### config.mk
export PLATFORM = sky130hd
export DESIGN_NAME = rom_loader_flat
export DESIGN_NICKNAME = d
export VERILOG_FILES = /design/src/rtl/rom_loader_if.sv /design/src/rtl/rom_loader.sv /design/src/flat_wrapper.sv
export SDC_FILE = /design/constraint.sdc
export NUM_CORES = 1
export LEC_CHECK = 0
export ABC_AREA = 0
export CAP_MARGIN = 20
export CORE_ASPECT_RATIO = 1.2
export CORE_MARGIN = 2
export CORE_UTILIZATION = 60
export CTS_CLUSTER_SIZE = 28
export DETAILED_ROUTE_END_ITERATION = 12
export DONT_BUFFER_PORTS = 1
export PLACE_DENSITY = 0.76
export SLEW_MARGIN = 20
export SYNTH_ARGS = -nofsm -noshare
export SYNTH_HDL_FRONTEND = slang
export SYNTH_SLANG_ARGS = --single-unit
### constraint.sdc
create_clock -name clk -period 4.4 [get_ports clk]
set_clock_uncertainty 0.05 [all_clocks]
set_input_delay 1.1 -clock clk [delete_from_list [all_inputs] [get_ports clk]]
set_output_delay 1.1 -clock clk [all_outputs]
set_load 0.02 [all_outputs]
### src/rtl/rom_loader_if.sv
// rom_loader_if: byte-stream input and image-RAM write port of the boot ROM loader.
//   slave  : the loader (consumes the stream, drives the RAM write port)
//   master : the stream source / RAM-side observer
interface rom_loader_if;
    logic [7:0]  rx_data;
    logic        rx_valid;
    logic        rx_ready;
    logic [14:0] mem_addr;
    logic [7:0]  mem_data;
    logic        mem_we;

    modport slave (
        input  rx_data,
        input  rx_valid,
        output rx_ready,
        output mem_addr,
        output mem_data,
        output mem_we
    );

    modport master (
        output rx_data,
        output rx_valid,
        input  rx_ready,
        input  mem_addr,
        input  mem_data,
        input  mem_we
    );
endinterface

### src/rtl/rom_loader.sv
// rom_loader: writes a framed boot image into the RAM behind the 6502 ROM window
// and holds the CPU in reset until a complete, in-range image has landed.
//
// Frame: SYNC_BYTE, ADDR_HI, ADDR_LO, LEN_HI, LEN_LO, LEN payload bytes [, CHK]
// Address/length are big-endian; address bit 15 is ignored.
//
// Optional feature (define ROM_LOADER_CHECKSUM_EN): the frame carries a trailing
// XOR checksum of the payload; the CPU is released only if it matches.
module rom_loader #(
    parameter int         SIZE      = 8192,
    parameter logic [7:0] SYNC_BYTE = 8'hA5
) (
    input  logic         clk,
    input  logic         reset_n,
    rom_loader_if.slave  bus,
    output logic         cpu_reset_n,
    output logic         busy,
    output logic         done,
    output logic         error
);

    // FSM encoding
    localparam logic [3:0] IDLE  = 4'd0;
    localparam logic [3:0] S_AHI = 4'd1;
    localparam logic [3:0] S_ALO = 4'd2;
    localparam logic [3:0] S_LHI = 4'd3;
    localparam logic [3:0] S_LLO = 4'd4;
    localparam logic [3:0] DATA  = 4'd5;
`ifdef ROM_LOADER_CHECKSUM_EN
    localparam logic [3:0] CHK   = 4'd6;
`endif
    localparam logic [3:0] DONE  = 4'd7;
    localparam logic [3:0] ERROR = 4'd8;

    // State entered once the last payload byte (or an empty payload) is taken.
`ifdef ROM_LOADER_CHECKSUM_EN
    localparam logic [3:0] PAYLOAD_END = CHK;
`else
    localparam logic [3:0] PAYLOAD_END = DONE;
`endif

    // Upper bound of start + LEN, widened to the 17-bit compare domain.
    localparam logic [16:0] SIZE_17 = 17'(SIZE);

    logic [3:0]  state_q,   state_d;
    logic [6:0]  addr_hi_q, addr_hi_d;   // only bits [14:8] of the address matter
    logic [7:0]  len_hi_q,  len_hi_d;
    logic [14:0] addr_q,    addr_d;      // next payload write address
    logic [15:0] cnt_q,     cnt_d;       // payload bytes still expected
    logic        we_q,      we_d;
    logic [14:0] waddr_q,   waddr_d;
    logic [7:0]  wdata_q,   wdata_d;
    logic        rel_q,     rel_d;       // CPU reset release
`ifdef ROM_LOADER_CHECKSUM_EN
    logic [7:0]  chk_q,     chk_d;       // running XOR of the payload
`endif

    logic        accept;
    logic        is_sync;
    logic [15:0] len_full;
    logic [16:0] span;

    assign bus.rx_ready = (state_q != DONE);
    assign accept       = bus.rx_valid && bus.rx_ready;
    assign is_sync      = (bus.rx_data == SYNC_BYTE);
    assign len_full     = {len_hi_q, bus.rx_data};
    assign span         = {2'b00, addr_q} + {1'b0, len_full};

    // Next-state and datapath decode for one accepted stream byte.
    always_comb begin
        // NOTE: every variable gets its hold value first so no path through the
        // case leaves it unassigned, which would infer a latch.
        state_d   = state_q;
        addr_hi_d = addr_hi_q;
        len_hi_d  = len_hi_q;
        addr_d    = addr_q;
        cnt_d     = cnt_q;
        we_d      = 1'b0;
        waddr_d   = waddr_q;
        wdata_d   = wdata_q;
`ifdef ROM_LOADER_CHECKSUM_EN
        chk_d     = chk_q;
`endif

        if (accept) begin
            case (state_q)
                IDLE, ERROR: begin
                    // Non-sync bytes are dropped; a sync byte opens a new frame.
                    if (is_sync) begin
                        state_d = S_AHI;
`ifdef ROM_LOADER_CHECKSUM_EN
                        chk_d   = 8'h00;
`endif
                    end
                end
                S_AHI: begin
                    addr_hi_d = bus.rx_data[6:0];
                    state_d   = S_ALO;
                end
                S_ALO: begin
                    addr_d  = {addr_hi_q, bus.rx_data};
                    state_d = S_LHI;
                end
                S_LHI: begin
                    len_hi_d = bus.rx_data;
                    state_d  = S_LLO;
                end
                S_LLO: begin
                    if (span > SIZE_17) begin
                        state_d = ERROR;
                    end else if (len_full == 16'd0) begin
                        state_d = PAYLOAD_END;
                    end else begin
                        cnt_d   = len_full;
                        state_d = DATA;
                    end
                end
                DATA: begin
                    // Register the byte; the write strobe fires on the next cycle.
                    we_d    = 1'b1;
                    waddr_d = addr_q;
                    wdata_d = bus.rx_data;
                    addr_d  = addr_q + 15'd1;
                    cnt_d   = cnt_q - 16'd1;
`ifdef ROM_LOADER_CHECKSUM_EN
                    chk_d   = chk_q ^ bus.rx_data;
`endif
                    if (cnt_q == 16'd1) begin
                        state_d = PAYLOAD_END;
                    end
                end
`ifdef ROM_LOADER_CHECKSUM_EN
                CHK: begin
                    state_d = (bus.rx_data == chk_q) ? DONE : ERROR;
                end
`endif
                DONE: begin
                    state_d = DONE;
                end
                default: begin
                    state_d = IDLE;
                end
            endcase
        end
    end

    // Release the CPU one cycle after DONE is entered, i.e. after the final
    // write strobe has been presented to the RAM.
    always_comb begin
        rel_d = rel_q | (state_q == DONE);
    end

    // State and datapath registers with asynchronous reset.
    always_ff @(posedge clk or negedge reset_n) begin
        // NOTE: registers are updated with non-blocking assignments so every flop
        // samples the pre-edge values regardless of statement order.
        if (!reset_n) begin
            state_q   <= IDLE;
            addr_hi_q <= 7'd0;
            len_hi_q  <= 8'd0;
            addr_q    <= 15'd0;
            cnt_q     <= 16'd0;
            we_q      <= 1'b0;
            waddr_q   <= 15'd0;
            wdata_q   <= 8'd0;
            rel_q     <= 1'b0;
`ifdef ROM_LOADER_CHECKSUM_EN
            chk_q     <= 8'h00;
`endif
        end else begin
            state_q   <= state_d;
            addr_hi_q <= addr_hi_d;
            len_hi_q  <= len_hi_d;
            addr_q    <= addr_d;
            cnt_q     <= cnt_d;
            we_q      <= we_d;
            waddr_q   <= waddr_d;
            wdata_q   <= wdata_d;
            rel_q     <= rel_d;
`ifdef ROM_LOADER_CHECKSUM_EN
            chk_q     <= chk_d;
`endif
        end
    end

    // Output decode: write port straight from flops, status from the state.
    assign bus.mem_we   = we_q;
    assign bus.mem_addr = waddr_q;
    assign bus.mem_data = wdata_q;
    assign cpu_reset_n  = rel_q;
    assign done         = (state_q == DONE);
    assign error        = (state_q == ERROR);
    assign busy         = (state_q != IDLE) && (state_q != DONE) && (state_q != ERROR);

endmodule

### src/flat_wrapper.sv
// flat-port wrapper written by rule: the top's interface ports become plain ports
module rom_loader_flat 
#(
    parameter int         SIZE      = 8192,
    parameter logic [7:0] SYNC_BYTE = 8'hA5
)
  (clk, reset_n, cpu_reset_n, busy, done, error, bus_rx_data, bus_rx_valid, bus_rx_ready, bus_mem_addr, bus_mem_data, bus_mem_we);
  rom_loader_if bus_i ();
  input  logic clk;
  input  logic reset_n;
  output logic cpu_reset_n;
  output logic busy;
  output logic done;
  output logic error;
  input wire logic [$bits(bus_i.rx_data)-1:0] bus_rx_data;
  input wire logic [$bits(bus_i.rx_valid)-1:0] bus_rx_valid;
  output wire logic [$bits(bus_i.rx_ready)-1:0] bus_rx_ready;
  output wire logic [$bits(bus_i.mem_addr)-1:0] bus_mem_addr;
  output wire logic [$bits(bus_i.mem_data)-1:0] bus_mem_data;
  output wire logic [$bits(bus_i.mem_we)-1:0] bus_mem_we;
  assign bus_i.rx_data = bus_rx_data;
  assign bus_i.rx_valid = bus_rx_valid;
  assign bus_rx_ready = bus_i.rx_ready;
  assign bus_mem_addr = bus_i.mem_addr;
  assign bus_mem_data = bus_i.mem_data;
  assign bus_mem_we = bus_i.mem_we;
  rom_loader #(.SIZE(SIZE), .SYNC_BYTE(SYNC_BYTE)) u_core (.clk(clk), .reset_n(reset_n), .bus(bus_i), .cpu_reset_n(cpu_reset_n), .busy(busy), .done(done), .error(error));
endmodule
==> impl_metrics.env <==
export IMPL_status="completed"
export IMPL_ys_flop_type="dfrtp_1"
export IMPL_setup_viol=0
export IMPL_critical_path_startpoint="bus_rx_data[0]"
export IMPL_ant_nets=0
export IMPL_syn_avg_cell_area_um2=9.26
export IMPL_dr_pass1_iters=7
export IMPL_worstMarginPinSlew_ps=853
export IMPL_synthToLayoutAreaGrowth_pct=5.78
export IMPL_ctsHoldBuffers=0
export IMPL_synthesis_area_um2=4610
export IMPL_yosysWarnings=0
export IMPL_synthTopCellsByCount="75 x dfrtp_1, 52 x nand2_1, 46 x a21oi_1, 45 x o21ai_0, 35 x mux2_2"
export IMPL_multi_input_area_um2=2560
export IMPL_track_usage_pct=28.6
export IMPL_cts_tree="yes"
export IMPL_pwr_density_cell_nw_per_um2=846
export IMPL_max_freq_ghz=0.261
export IMPL_hp_class="in -> async"
export IMPL_clock_sinks=75
export IMPL_rsz0062_at_grt="false"
export IMPL_synth_seq_cells=75
export IMPL_vias_per_cell=6.77
export IMPL_grt_max_degree=76
export IMPL_die_area_um2=8410
export IMPL_drtIter0Drc=292
export IMPL_power_mw=4.13
export IMPL_tns_ps=0
export IMPL_finalNetCount=518
export IMPL_rrSetupSlack_ps=770
export IMPL_hold_violations=0
export IMPL_worstReg2RegEnd="u_core.cnt_q[14]$_DFFE_PN0P_"
export IMPL_clock_latency_ps=350
export IMPL_fin_crit_ps=3830
export IMPL_synth_seq_area_share_pct=40.7
export IMPL_synth_nets=528
export IMPL_place_gp_congestion=0.889
export IMPL_period_share_pct=87.1
export IMPL_drv_slew=0
export IMPL_synth_cells=498
export IMPL_cts_buffers=9
export IMPL_htreeDepth=3
export IMPL_wl_per_cell_um=20.0
export IMPL_clk_pin_slew_ps=80
export IMPL_root_buffer="clkbuf_8"
export IMPL_num_antenna_cells=0
export IMPL_grt_pass1_wl_um=19000
export IMPL_yosysTopAreaCell="dfrtp_1"
export IMPL_io_pins=40
export IMPL_gr_usage_met2_pct=47.3
export IMPL_r2r_cells=11
export IMPL_worst_path_max_fanout=9
export IMPL_max_slew_margin_pct=43.0
export IMPL_leakagePower_nw=2.04
export IMPL_synth_edf_count=0
export IMPL_yosysMostFrequentCell="dfrtp_1"
export IMPL_worstPathArrival_ps=4020
export IMPL_placementRows=35
export IMPL_dpl_hpwl_um=8040
export IMPL_cp_required_ps=4590
export IMPL_drive_gt1_share_pct=13.4
export IMPL_dp_cells=569
export IMPL_wl_um=11700
export IMPL_grt_pass1_vias=3809
export IMPL_globalRoute_totalOverflow=0
export IMPL_cts_resized=0
export IMPL_die_h_um=100
export IMPL_fp_dieW_um=84.0
export IMPL_ys_types=67
export IMPL_num_vias=3962
export IMPL_clockBufferDepth=2
export IMPL_regArea_um2=1880
export IMPL_worstSetupEndpointType="flop"
export IMPL_globalRouteMet1Util_pct=38.1
export IMPL_yosys_top_cells_area="dfrtp_1 41%, mux2_2 8.5%, a21oi_1 5.0%, ha_1 4.9%, o21ai_0 4.9%"
export IMPL_synth_top_area_share_pct=40.7
export IMPL_placement_io_buffers=0
export IMPL_drc=0
export IMPL_antenna_found_initial=0
export IMPL_maxCapViolCount=0
export IMPL_pre_cts_ws_ps=237
export IMPL_r2r_start="u_core.addr_q[0]$_DFFE_PN0P_"
export IMPL_fill_cells=633
export IMPL_timing_final_ws_setup_ps=565
export IMPL_ir_worst_vdd_mv=0.653
export IMPL_start_util_pct=60.9
export IMPL_grt_busiest_layer="met2"
export IMPL_cp_start_kind="input port"
export IMPL_gr_usage_met3_pct=4.03
export IMPL_stdcell_count=585
export IMPL_post_cts_repair_setup_buffers=0
export IMPL_ys_async_sr_fraction_pct=100
export IMPL_critPathKind="in -> reg"
export IMPL_core_area_um2=7580
## state kept, by name, indices dropped and copies added, names as in the netlist
| signal | count |
|---|---|
| u_core.state_q | 4 |
| u_core.cnt_q | 16 |
| u_core.bus.mem_data | 8 |
| u_core.addr_hi_q | 7 |
| u_core.addr_q | 15 |
| u_core.len_hi_q | 8 |
| u_core.bus.mem_we | 1 |
| u_core.cpu_reset_n | 1 |
| u_core.bus.mem_addr | 15 |
## cell usage in the layout (no fill, tap or decap), types with 5 or more instances in the layout
cell / count
a21oi_1: 46
a31oi_1: 7
clkbuf_8: 9
dfrtp_1: 75
ha_1: 18
inv_1: 20
mux2_2: 35
nand2_1: 51
nand2b_1: 8
nand3_1: 17
nor2_1: 31
nor3_1: 9
nor4_1: 10
o21ai_0: 45
o221a_1: 6
o22ai_1: 7
o31ai_1: 5
or4_1: 5
## final cells by class
type,instances,share of cell area (%)
Sequential cell,75,38.5
Clock buffer,9,2.54
Timing Repair Buffer,3,0.462
Tap cell,92,2.36
Clock inverter,7,2.15
Multi-Input combinational cell,379,52.5
Inverter,20,1.54
## layer usage
metal  share of wire, %  vias up
met1                 42     1934
met3                6.0       20
li1                   -     1842
met5                  0        -
met4                2.0        0
met2                 50      166
## metrics by stage
stage	util, %	cell area (um2)	hold slack [ps]
CTS	64.4	4880	373
detailed placement	61.4	4650	447
finish	64.4	4880	383
global placement	61.3	4650	435
floorplan	-	4610	425
global route	64.4	4880	365
## logic make-up after synthesis
family,after synthesis,synth area share [%]
simple gates,157,16.5
mux,37,8.98
xor+xnor,4,0.760
fa+ha+maj,19,5.32
compound gates,162,23.8
flops,75,40.7
buf+inv,44,3.85
## how the worst max path moves through the flow
stage                                              end  depth (start not counted)  slack (ps)
after floorplan            u_core.cnt_q[2]$_DFFE_PN0P_                         11         500
after global placement     u_core.cnt_q[2]$_DFFE_PN0P_                         11         350
after detailed placement  u_core.cnt_q[14]$_DFFE_PN0P_                         11         240
after CTS                 u_core.cnt_q[14]$_DFFE_PN0P_                         11         600
after global routing      u_core.cnt_q[14]$_DFFE_PN0P_                         11         480
final                     u_core.cnt_q[14]$_DFFE_PN0P_                         11         570
## worst max-delay path, cell delays in order
cell and delay, ps:
ha_1 220, fa_1 410, a21oi_1 340, o211ai_1 150
a22oi_2 200, a21oi_1 100, a2111o_1 450, a2111oi_4 340
a21boi_4 250, nand2_2 150, o221a_1 320
## power by group
part / total, mW / switching [mW] / internal [mW]
registers: 1.58 / 0.545 / 1.03
logic: 1.93 / 1.09 / 0.842
clock network: 0.619 / 0.289 / 0.329
Note: power is estimated with default switching activity, not from simulation.
